File: src/rtl/parity_pkg.sv
// Shared state and mode encodings for the parity word engine.
package parity_pkg;

    typedef enum logic [1:0] {
        ST_IDLE = 2'd0,
        ST_DATA = 2'd1,
        ST_PAR  = 2'd2
    } state_e;

    localparam logic MODE_GEN = 1'b0;
    localparam logic MODE_CHK = 1'b1;

endpackage

File: src/rtl/parity_accum.sv
// Datapath for one word: bit counter, running XOR and MSB-first shift register.
// Next values are exported so the completing bit can be captured on its own edge.
module parity_accum #(
    parameter int WORD_BITS = 4,
    parameter int CNT_BITS  = $clog2(WORD_BITS + 1)
) (
    input  logic                 clk,
    input  logic                 rst,
    input  logic                 clear_i,
    input  logic                 enable_i,
    input  logic                 data_i,
    output logic [CNT_BITS-1:0]  count_o,
    output logic                 acc_o,
    output logic [WORD_BITS-1:0] shreg_o,
    output logic                 accNext_o,
    output logic [WORD_BITS-1:0] shregNext_o
);

    logic [CNT_BITS-1:0]  count_q;
    logic                 acc_q;
    logic [WORD_BITS-1:0] shreg_q;

    assign accNext_o   = acc_q ^ data_i;
    assign shregNext_o = (shreg_q << 1) | WORD_BITS'(data_i);

    // Clear beats enable so a word's final bit leaves the datapath empty for the next word.
    always_ff @(posedge clk) begin
        if (rst || clear_i) begin
            count_q <= '0;
            acc_q   <= 1'b0;
            shreg_q <= '0;
        end else if (enable_i) begin
            count_q <= count_q + 1'b1;
            acc_q   <= accNext_o;
            shreg_q <= shregNext_o;
        end
    end

    assign count_o = count_q;
    assign acc_o   = acc_q;
    assign shreg_o = shreg_q;

endmodule

File: src/rtl/parity_word_engine.sv
// Frames a serial bit stream into words and generates or checks their parity.
// Define PARITY_ERR_COUNT_EN to add the saturating parity-error counter.
module parity_word_engine
    import parity_pkg::*;
#(
    parameter int WORD_BITS = 4,
    parameter int CNT_W     = 8
) (
    input  logic                 clk,
    input  logic                 rst,
    input  logic                 data_in,
    input  logic                 wr_en,
    input  logic                 check_mode,
    input  logic                 even_parity,
    input  logic                 abort,
    output logic                 busy,
    output logic                 valid,
    output logic [WORD_BITS-1:0] word_out,
    output logic                 parity_bit,
    output logic                 parity_err,
    output logic [CNT_W-1:0]     err_count
);

    localparam int CW = $clog2(WORD_BITS + 1);

    state_e               state_q;
    logic                 mode_q;
    logic                 even_q;
    logic                 busy_q;
    logic                 valid_q;
    logic [WORD_BITS-1:0] word_q;
    logic                 parity_q;
    logic                 err_q;

    logic [CW-1:0]        count;
    logic                 acc;
    logic [WORD_BITS-1:0] shreg;
    logic                 accNext;
    logic [WORD_BITS-1:0] shregNext;

    logic modeEff;
    logic evenEff;
    logic dataBit;
    logic lastData;
    logic parBit;
    logic parRef;
    logic parErr;
    logic accClear;

    // On the first bit of a word the live inputs stand in for the not-yet-latched mode.
    assign modeEff  = (state_q == ST_IDLE) ? check_mode  : mode_q;
    assign evenEff  = (state_q == ST_IDLE) ? even_parity : even_q;
    assign dataBit  = wr_en && !abort && (state_q != ST_PAR);
    assign lastData = dataBit && (count == CW'(WORD_BITS - 1));
    assign parBit   = wr_en && !abort && (state_q == ST_PAR);
    assign parRef   = acc ^ even_q;
    assign parErr   = parBit && (data_in != parRef);
    assign accClear = abort || parBit || (lastData && modeEff == MODE_GEN);

    parity_accum #(
        .WORD_BITS (WORD_BITS),
        .CNT_BITS  (CW)
    ) u_accum (
        .clk         (clk),
        .rst         (rst),
        .clear_i     (accClear),
        .enable_i    (dataBit),
        .data_i      (data_in),
        .count_o     (count),
        .acc_o       (acc),
        .shreg_o     (shreg),
        .accNext_o   (accNext),
        .shregNext_o (shregNext)
    );

    always_ff @(posedge clk) begin
        if (rst) begin
            state_q  <= ST_IDLE;
            mode_q   <= MODE_GEN;
            even_q   <= 1'b0;
            busy_q   <= 1'b0;
            valid_q  <= 1'b0;
            word_q   <= '0;
            parity_q <= 1'b0;
            err_q    <= 1'b0;
        end else begin
            valid_q <= 1'b0;
            if (abort) begin
                state_q <= ST_IDLE;
                busy_q  <= 1'b0;
            end else if (wr_en) begin
                case (state_q)
                    ST_IDLE, ST_DATA: begin
                        if (state_q == ST_IDLE) begin
                            mode_q <= check_mode;
                            even_q <= even_parity;
                        end
                        if (lastData && modeEff == MODE_GEN) begin
                            state_q  <= ST_IDLE;
                            busy_q   <= 1'b0;
                            valid_q  <= 1'b1;
                            word_q   <= shregNext;
                            parity_q <= accNext ^ evenEff;
                            err_q    <= 1'b0;
                        end else if (lastData) begin
                            state_q <= ST_PAR;
                            busy_q  <= 1'b1;
                        end else begin
                            state_q <= ST_DATA;
                            busy_q  <= 1'b1;
                        end
                    end
                    ST_PAR: begin
                        state_q  <= ST_IDLE;
                        busy_q   <= 1'b0;
                        valid_q  <= 1'b1;
                        word_q   <= shreg;
                        parity_q <= parRef;
                        err_q    <= parErr;
                    end
                    default: begin
                        state_q <= ST_IDLE;
                        busy_q  <= 1'b0;
                    end
                endcase
            end
        end
    end

    assign busy       = busy_q;
    assign valid      = valid_q;
    assign word_out   = word_q;
    assign parity_bit = parity_q;
    assign parity_err = err_q;

`ifdef PARITY_ERR_COUNT_EN
    logic [CNT_W-1:0] errCount_q;

    // Survives abort on purpose; only reset clears the error history.
    always_ff @(posedge clk) begin
        if (rst) begin
            errCount_q <= '0;
        end else if (parErr && errCount_q != '1) begin
            errCount_q <= errCount_q + 1'b1;
        end
    end

    assign err_count = errCount_q;
`else
    assign err_count = '0;
`endif

endmodule

File: config.mk
export PLATFORM = sky130hd
export DESIGN_NAME = parity_word_engine
export DESIGN_NICKNAME = d
export VERILOG_FILES = /design/src/rtl/parity_pkg.sv /design/src/rtl/parity_accum.sv /design/src/rtl/parity_word_engine.sv
export SDC_FILE = /design/constraint.sdc
export NUM_CORES = 1
export LEC_CHECK = 0
export BUFFER_PORTS_ARGS = -buffer_cell sky130_fd_sc_hd__buf_2
export CAP_MARGIN = 20
export CORE_MARGIN = 3
export CORE_UTILIZATION = 40
export CTS_CLUSTER_DIAMETER = 30
export DETAILED_ROUTE_END_ITERATION = 10
export GPL_TIMING_DRIVEN = 0
export PLACE_DENSITY = 0.58
export SLEW_MARGIN = 10
export SYNTH_ARGS = -nofsm -noshare
export SYNTH_HDL_FRONTEND = slang
export SYNTH_SLANG_ARGS = --single-unit
export TNS_END_PERCENT = 30
File: constraint.sdc
create_clock -name clk -period 2.2 [get_ports clk]
set_input_delay 0.44 -clock clk [delete_from_list [all_inputs] [get_ports clk]]
set_output_delay 0.44 -clock clk [all_outputs]
set_load 0.01 [all_outputs]
==> metrics.cfg, run 1 <==
[status]
status = finished, final reports clean

[sta]
finalHoldViolCount = 0
finalSetupTns_ns = 0
holdWs_ns = 0.362
finalSetupViolations = 0
layout_setup_ws_ns = 0.262
report.final.slew_viol_count = 0
rsz0062_at_grt = false
period_needed_ns = 1.94
fin_crit_sh_pct = 88.1
fmax_mhz = 516
slew_headroom_pct = 65.1
worst_slew_pin_slew_ns = 0.524
skew_ns = 0.00566

[setup_path]
slowest_delay_ns = 0.47
critPathRequiredTime_ns = 2.43
cp-end-kind = register
path_max_fanout = 7
crit_arrival_ns = 2.17
crit_slowest_cell = a311o_2
critPathLaunchType = register
crit_chain = ha_1 > ha_1 > nor2b_1 > or3_1 > a311o_2 > a211oi_2
crit_path_frequent_cell = ha_1
critPathKind = reg2reg

[synth]
synth_edf_count = 0
synth.mux.area_fraction_pct = 1.88
postSynthAreaPerCell_sq_um = 8.61
synthXorXnorAreaFrac_pct = 2.46
async_flop_share_pct = 0
ys_seq_elements = 20
synthCells = 124
synth.cell_area_sq_um = 1070
synth_top_family_by_area = simple AND/OR/NAND/NOR gates
synth_cell_types = 41
ys_seq_area_share_pct = 37.5
synth_warnings = 0
synth_top_flop_cell = dfxtp_1
synth-simple-area-share_pct = 27.5
synth-compound-area-share_pct = 17.7
synthAdderAreaFrac_pct = 2.34

[cells_and_area]
drive_gt1_share_pct = 25.5
layout_commonest_cell = dfxtp_1
finalInstanceArea_sq_um = 1240
fin_util_pct = 49.5
antenna_cells = 0
fillCellCount = 259
layout_common_cells = dfxtp_1, nand2_1, buf_2, nor3_1
fin_cells = 179
area_delta_synth_final_pct = 15.9
fin_nets = 159

[drt]
drtIter0Drc = 15
drtPass1Iterations = 4
vias = 927
drt_wl_total_um = 2230
vias_per_cell = 5.18
ant_nets = 0
route.detailed.drc = 0
wl_per_cell_um = 12.4

[pwr]
power_uw = 672
p_switching_uw = 165
netSwitchingFraction_pct = 24.6
p_per_area_nw_per_um2 = 543
power_frac_seq_pct = 55.9
power_frac_comb_pct = 12.2
leakagePower_nw = 0.517
p_int_uw = 507
peakVddDrop_mv = 0.537
p_clk_share_pct = 31.8

[clock_tree]
cts_buffer_depth = 2
cts_sinks = 20
cts_root_buf = clkbuf_4
htreeDepth = 1
clock_latency_ns = 0.30
numCtsBuffers = 3
post-cts-setup-buffers = 0
cts_tree = built
path_clk_slew_ns = 0.12
hold_buffers = 0
cts-resized-gates = 0

[floorplan]
rows = 18
core_sq_um = 2500
start_util_pct = 42.7
fp.dieH_um = 57.7
dieWidth_um = 57.7
dieArea_sq_um = 3320
ios = 23

[grt]
antenna_found_initial = 0
grt_pass1_vias = 826
grt_pass1_wl_um = 3920
grt_max_degree = 12
track_usage_pct = 14.9
overflow = 0

[place]
dpl_cell_area_sq_um = 1200
dp_slack_ns = 0.295
port_buffers = 14
gp_congestion = 0.783
dp_cells = 175
hpwl_um = 1670

[flow_run]
cap_violations = 0

[hold_path]
hold_class = in2reg

worst max-delay path: cells and delay by family (launching register included):
family | cells | cell delay, ns
compound gates | 2 | 0.62
flops | 1 | 0.34
simple gates | 2 | 0.47
fa+ha+maj | 2 | 0.44
registers in the layout, summed over array words and instances (netlist names):
register         cells
u_accum.shreg_o      4
word_out             4
u_accum.count_o      3
state_q              2
busy                 1
even_q               1
mode_q               1
parity_bit           1
parity_err           1
u_accum.acc_o        1
valid                1
power groups by stage:
stage | combinational (mW) | sequential [mW] | clock [mW]
2_1_floorplan | 0.0609 | 0.383 | 0
3_3_place_gp | 0.0801 | 0.384 | 0
3_5_place_dp | 0.0811 | 0.384 | 0
4_1_cts | 0.0816 | 0.376 | 0.222
5_1_grt | 0.0932 | 0.377 | 0.239
6_report | 0.0823 | 0.376 | 0.214
per-layer routing:
layer	track usage, %	vias up	routed length (um)
met2	23.9	15	1060
met4	4.30	0	14
met1	19.5	438	1040
li1	-	472	-
met5	0	-	0
met3	4.45	2	113
worst paths after layout:
path | start | to | slack (ns) | cells after the start
worst max register to register | u_accum.count_o[0] | u_accum.count_o[2] | 0.26 | 6
worst max-delay path | u_accum.count_o[0] | u_accum.count_o[2] | 0.26 | 6
worst min register to register | u_accum.count_o[1] | u_accum.count_o[1] | 0.48 | 2
worst min-delay path | rst | valid | 0.36 | 2
cell families (layout without fill, tap and decap cells):
family,Yosys count,count (layout)
simple gates,54,54
fa+ha+maj,2,2
compound gates,24,24
flops,20,20
xor+xnor,3,3
buf+inv,18,36
other cells,1,8
mux,2,2
cell type report:
class / count / area, sq um / share of cell area [%]
Multi-Input combinational cell: 93 / 584 / 47.2
Sequential cell: 20 / 400 / 32.4
Buffer: 14 / 93.8 / 7.58
Timing Repair Buffer: 14 / 70.1 / 5.66
Tap cell: 30 / 37.5 / 3.03
Clock buffer: 4 / 36.3 / 2.93
Inverter: 4 / 15.0 / 1.21
cell usage after synthesis (2+ instances only):
cell / instances / area share, %
a21oi_1: 4 / 1.9
a311oi_1: 4 / 3.3
buf_4: 8 / 5.6
clkbuf_1: 2 / 0.70
clkbuf_2: 2 / 0.94
dfxtp_1: 20 / 38
ha_1: 2 / 2.3
inv_1: 4 / 1.4
mux2i_1: 2 / 1.9
nand2_1: 15 / 5.3
nand2b_1: 2 / 1.2
nand3_1: 2 / 0.94
nor2_1: 8 / 2.8
nor2b_1: 6 / 3.5
nor3_1: 11 / 5.2
o21ai_0: 2 / 0.94
o22ai_1: 3 / 1.8
or3_1: 2 / 1.2
or3b_2: 2 / 1.6
xnor2_1: 2 / 1.6
Note: power is estimated with default switching activity, not from simulation.
==> inputs of run 2 (changes only) <==
- CTS_BUF_LIST: default -> sky130_fd_sc_hd__clkbuf_8
- SETUP_SLACK_MARGIN: default -> 0.1
==> metrics.cfg, run 2 (synthesized netlist as in run 1, its figures left out) <==
[clock_tree]
htreeDepth = 1
hold_buffers = 0
numCtsBuffers = 3
cts_buffer_depth = 2
post-cts-setup-buffers = 0
cts_tree = built
cts-resized-gates = 0
cts_root_buf = clkbuf_8
path_clk_slew_ns = 0.08
clock_latency_ns = 0.26
cts_sinks = 20

[floorplan]
dieArea_sq_um = 3320
ios = 23
core_sq_um = 2500
start_util_pct = 42.7
rows = 18
fp.dieH_um = 57.7
dieWidth_um = 57.7

[pwr]
p_switching_uw = 175
p_per_area_nw_per_um2 = 589
p_int_uw = 565
power_frac_seq_pct = 50.7
power_frac_comb_pct = 11.1
p_clk_share_pct = 38.1
leakagePower_nw = 0.525
netSwitchingFraction_pct = 23.6
peakVddDrop_mv = 0.318

[setup_path]
cp-end-kind = register
crit_arrival_ns = 2.11
critPathLaunchType = register
slowest_delay_ns = 0.47
path_max_fanout = 7
critPathRequiredTime_ns = 2.39
crit_slowest_cell = a311o_2
crit_chain = ha_1 > ha_1 > nor2b_1 > or3_1 > a311o_2 > a211oi_2
crit_path_frequent_cell = ha_1
reg2regPathDepth = 6
critPathKind = reg2reg

[place]
port_buffers = 14
hpwl_um = 1670
dp_slack_ns = 0.295
gp_congestion = 0.783

[grt]
antenna_found_initial = 0
grt_pass1_wl_um = 3910
track_usage_pct = 15.1
grt_pass1_vias = 829
grt_max_degree = 12
overflow = 0

[sta]
worst_slew_pin_slew_ns = 0.522
report.final.slew_viol_count = 0
period_needed_ns = 1.92
slew_headroom_pct = 65.2
holdWs_ns = 0.411
fmax_mhz = 520
skew_ns = 0.00330
layout_setup_ws_ns = 0.278
finalSetupViolations = 0
rsz0062_at_grt = false
finalHoldViolCount = 0
fin_crit_sh_pct = 87.4
finalSetupTns_ns = 0

[drt]
wl_per_cell_um = 12.5
ant_nets = 0
vias = 931
drt_wl_total_um = 2240
route.detailed.drc = 0
drtIter0Drc = 16
drtPass1Iterations = 4
vias_per_cell = 5.20

[cells_and_area]
fillCellCount = 259
layout_commonest_cell = dfxtp_1
antenna_cells = 0
area_delta_synth_final_pct = 17.7
drive_gt1_share_pct = 25.5
fin_util_pct = 50.3
fin_nets = 159
layout_common_cells = dfxtp_1, nand2_1, buf_2, nor3_1

[hold_path]
hold_depth = 2
hold_class = in2reg

[status]
status = finished, final reports clean

[flow_run]
cap_violations = 0

-- run 2: final cells by class --
type	count	area, sq um	area share (%)
sequential	20	400	31.9
timing repair buffer	14	70.1	5.58
tap	30	37.5	2.99
clock buffer	4	55.1	4.38
inverter	4	15.0	1.20
multi-input combinational	93	584	46.5
buffer	14	93.8	7.47
-- run 2: worst paths after layout --
check | end | slack (ns) | from
worst min register to register | u_accum.count_o[1] | 0.47 | u_accum.count_o[1]
worst max-delay path | u_accum.count_o[2] | 0.28 | u_accum.count_o[0]
worst min-delay path | valid | 0.41 | rst
worst max register to register | u_accum.count_o[2] | 0.28 | u_accum.count_o[0]
-- run 2: worst max-delay path: cells and delay by family, from the launching register on --
kind	cells	cell delay [ns]
and+or+nand+nor	2	0.47
AOI/OAI and AO/OA	2	0.62
DFF	1	0.33
adders and majority gates	2	0.44
-- run 2: power by group through the flow --
stage	sequential, mW	clock, mW	combinational, mW
5_1_grt	0.376	0.304	0.0933
6_report	0.375	0.282	0.0824
3_5_place_dp	0.384	0	0.0811
4_1_cts	0.375	0.287	0.0816
2_1_floorplan	0.383	0	0.0609
3_3_place_gp	0.384	0	0.0801
-- run 2: routing by layer --
layer | vias to the layer above | share of wire [%] | track usage (%)
li1 | 472 | - | -
met1 | 436 | 47 | 19.6
met5 | - | 0 | 0
met2 | 21 | 46 | 23.5
met3 | 2 | 6.1 | 4.90
met4 | 0 | 0.62 | 4.97
-- run 2: metrics by stage --
stage | cell area [sq um] | instances | power, mW
2_1_floorplan | 1090 | 131 | 0.444
3_3_place_gp | 1200 | 175 | 0.464
3_5_place_dp | 1200 | 175 | 0.465
4_1_cts | 1260 | 179 | 0.744
5_1_grt | 1260 | 179 | 0.773
6_report | 1260 | 179 | 0.740
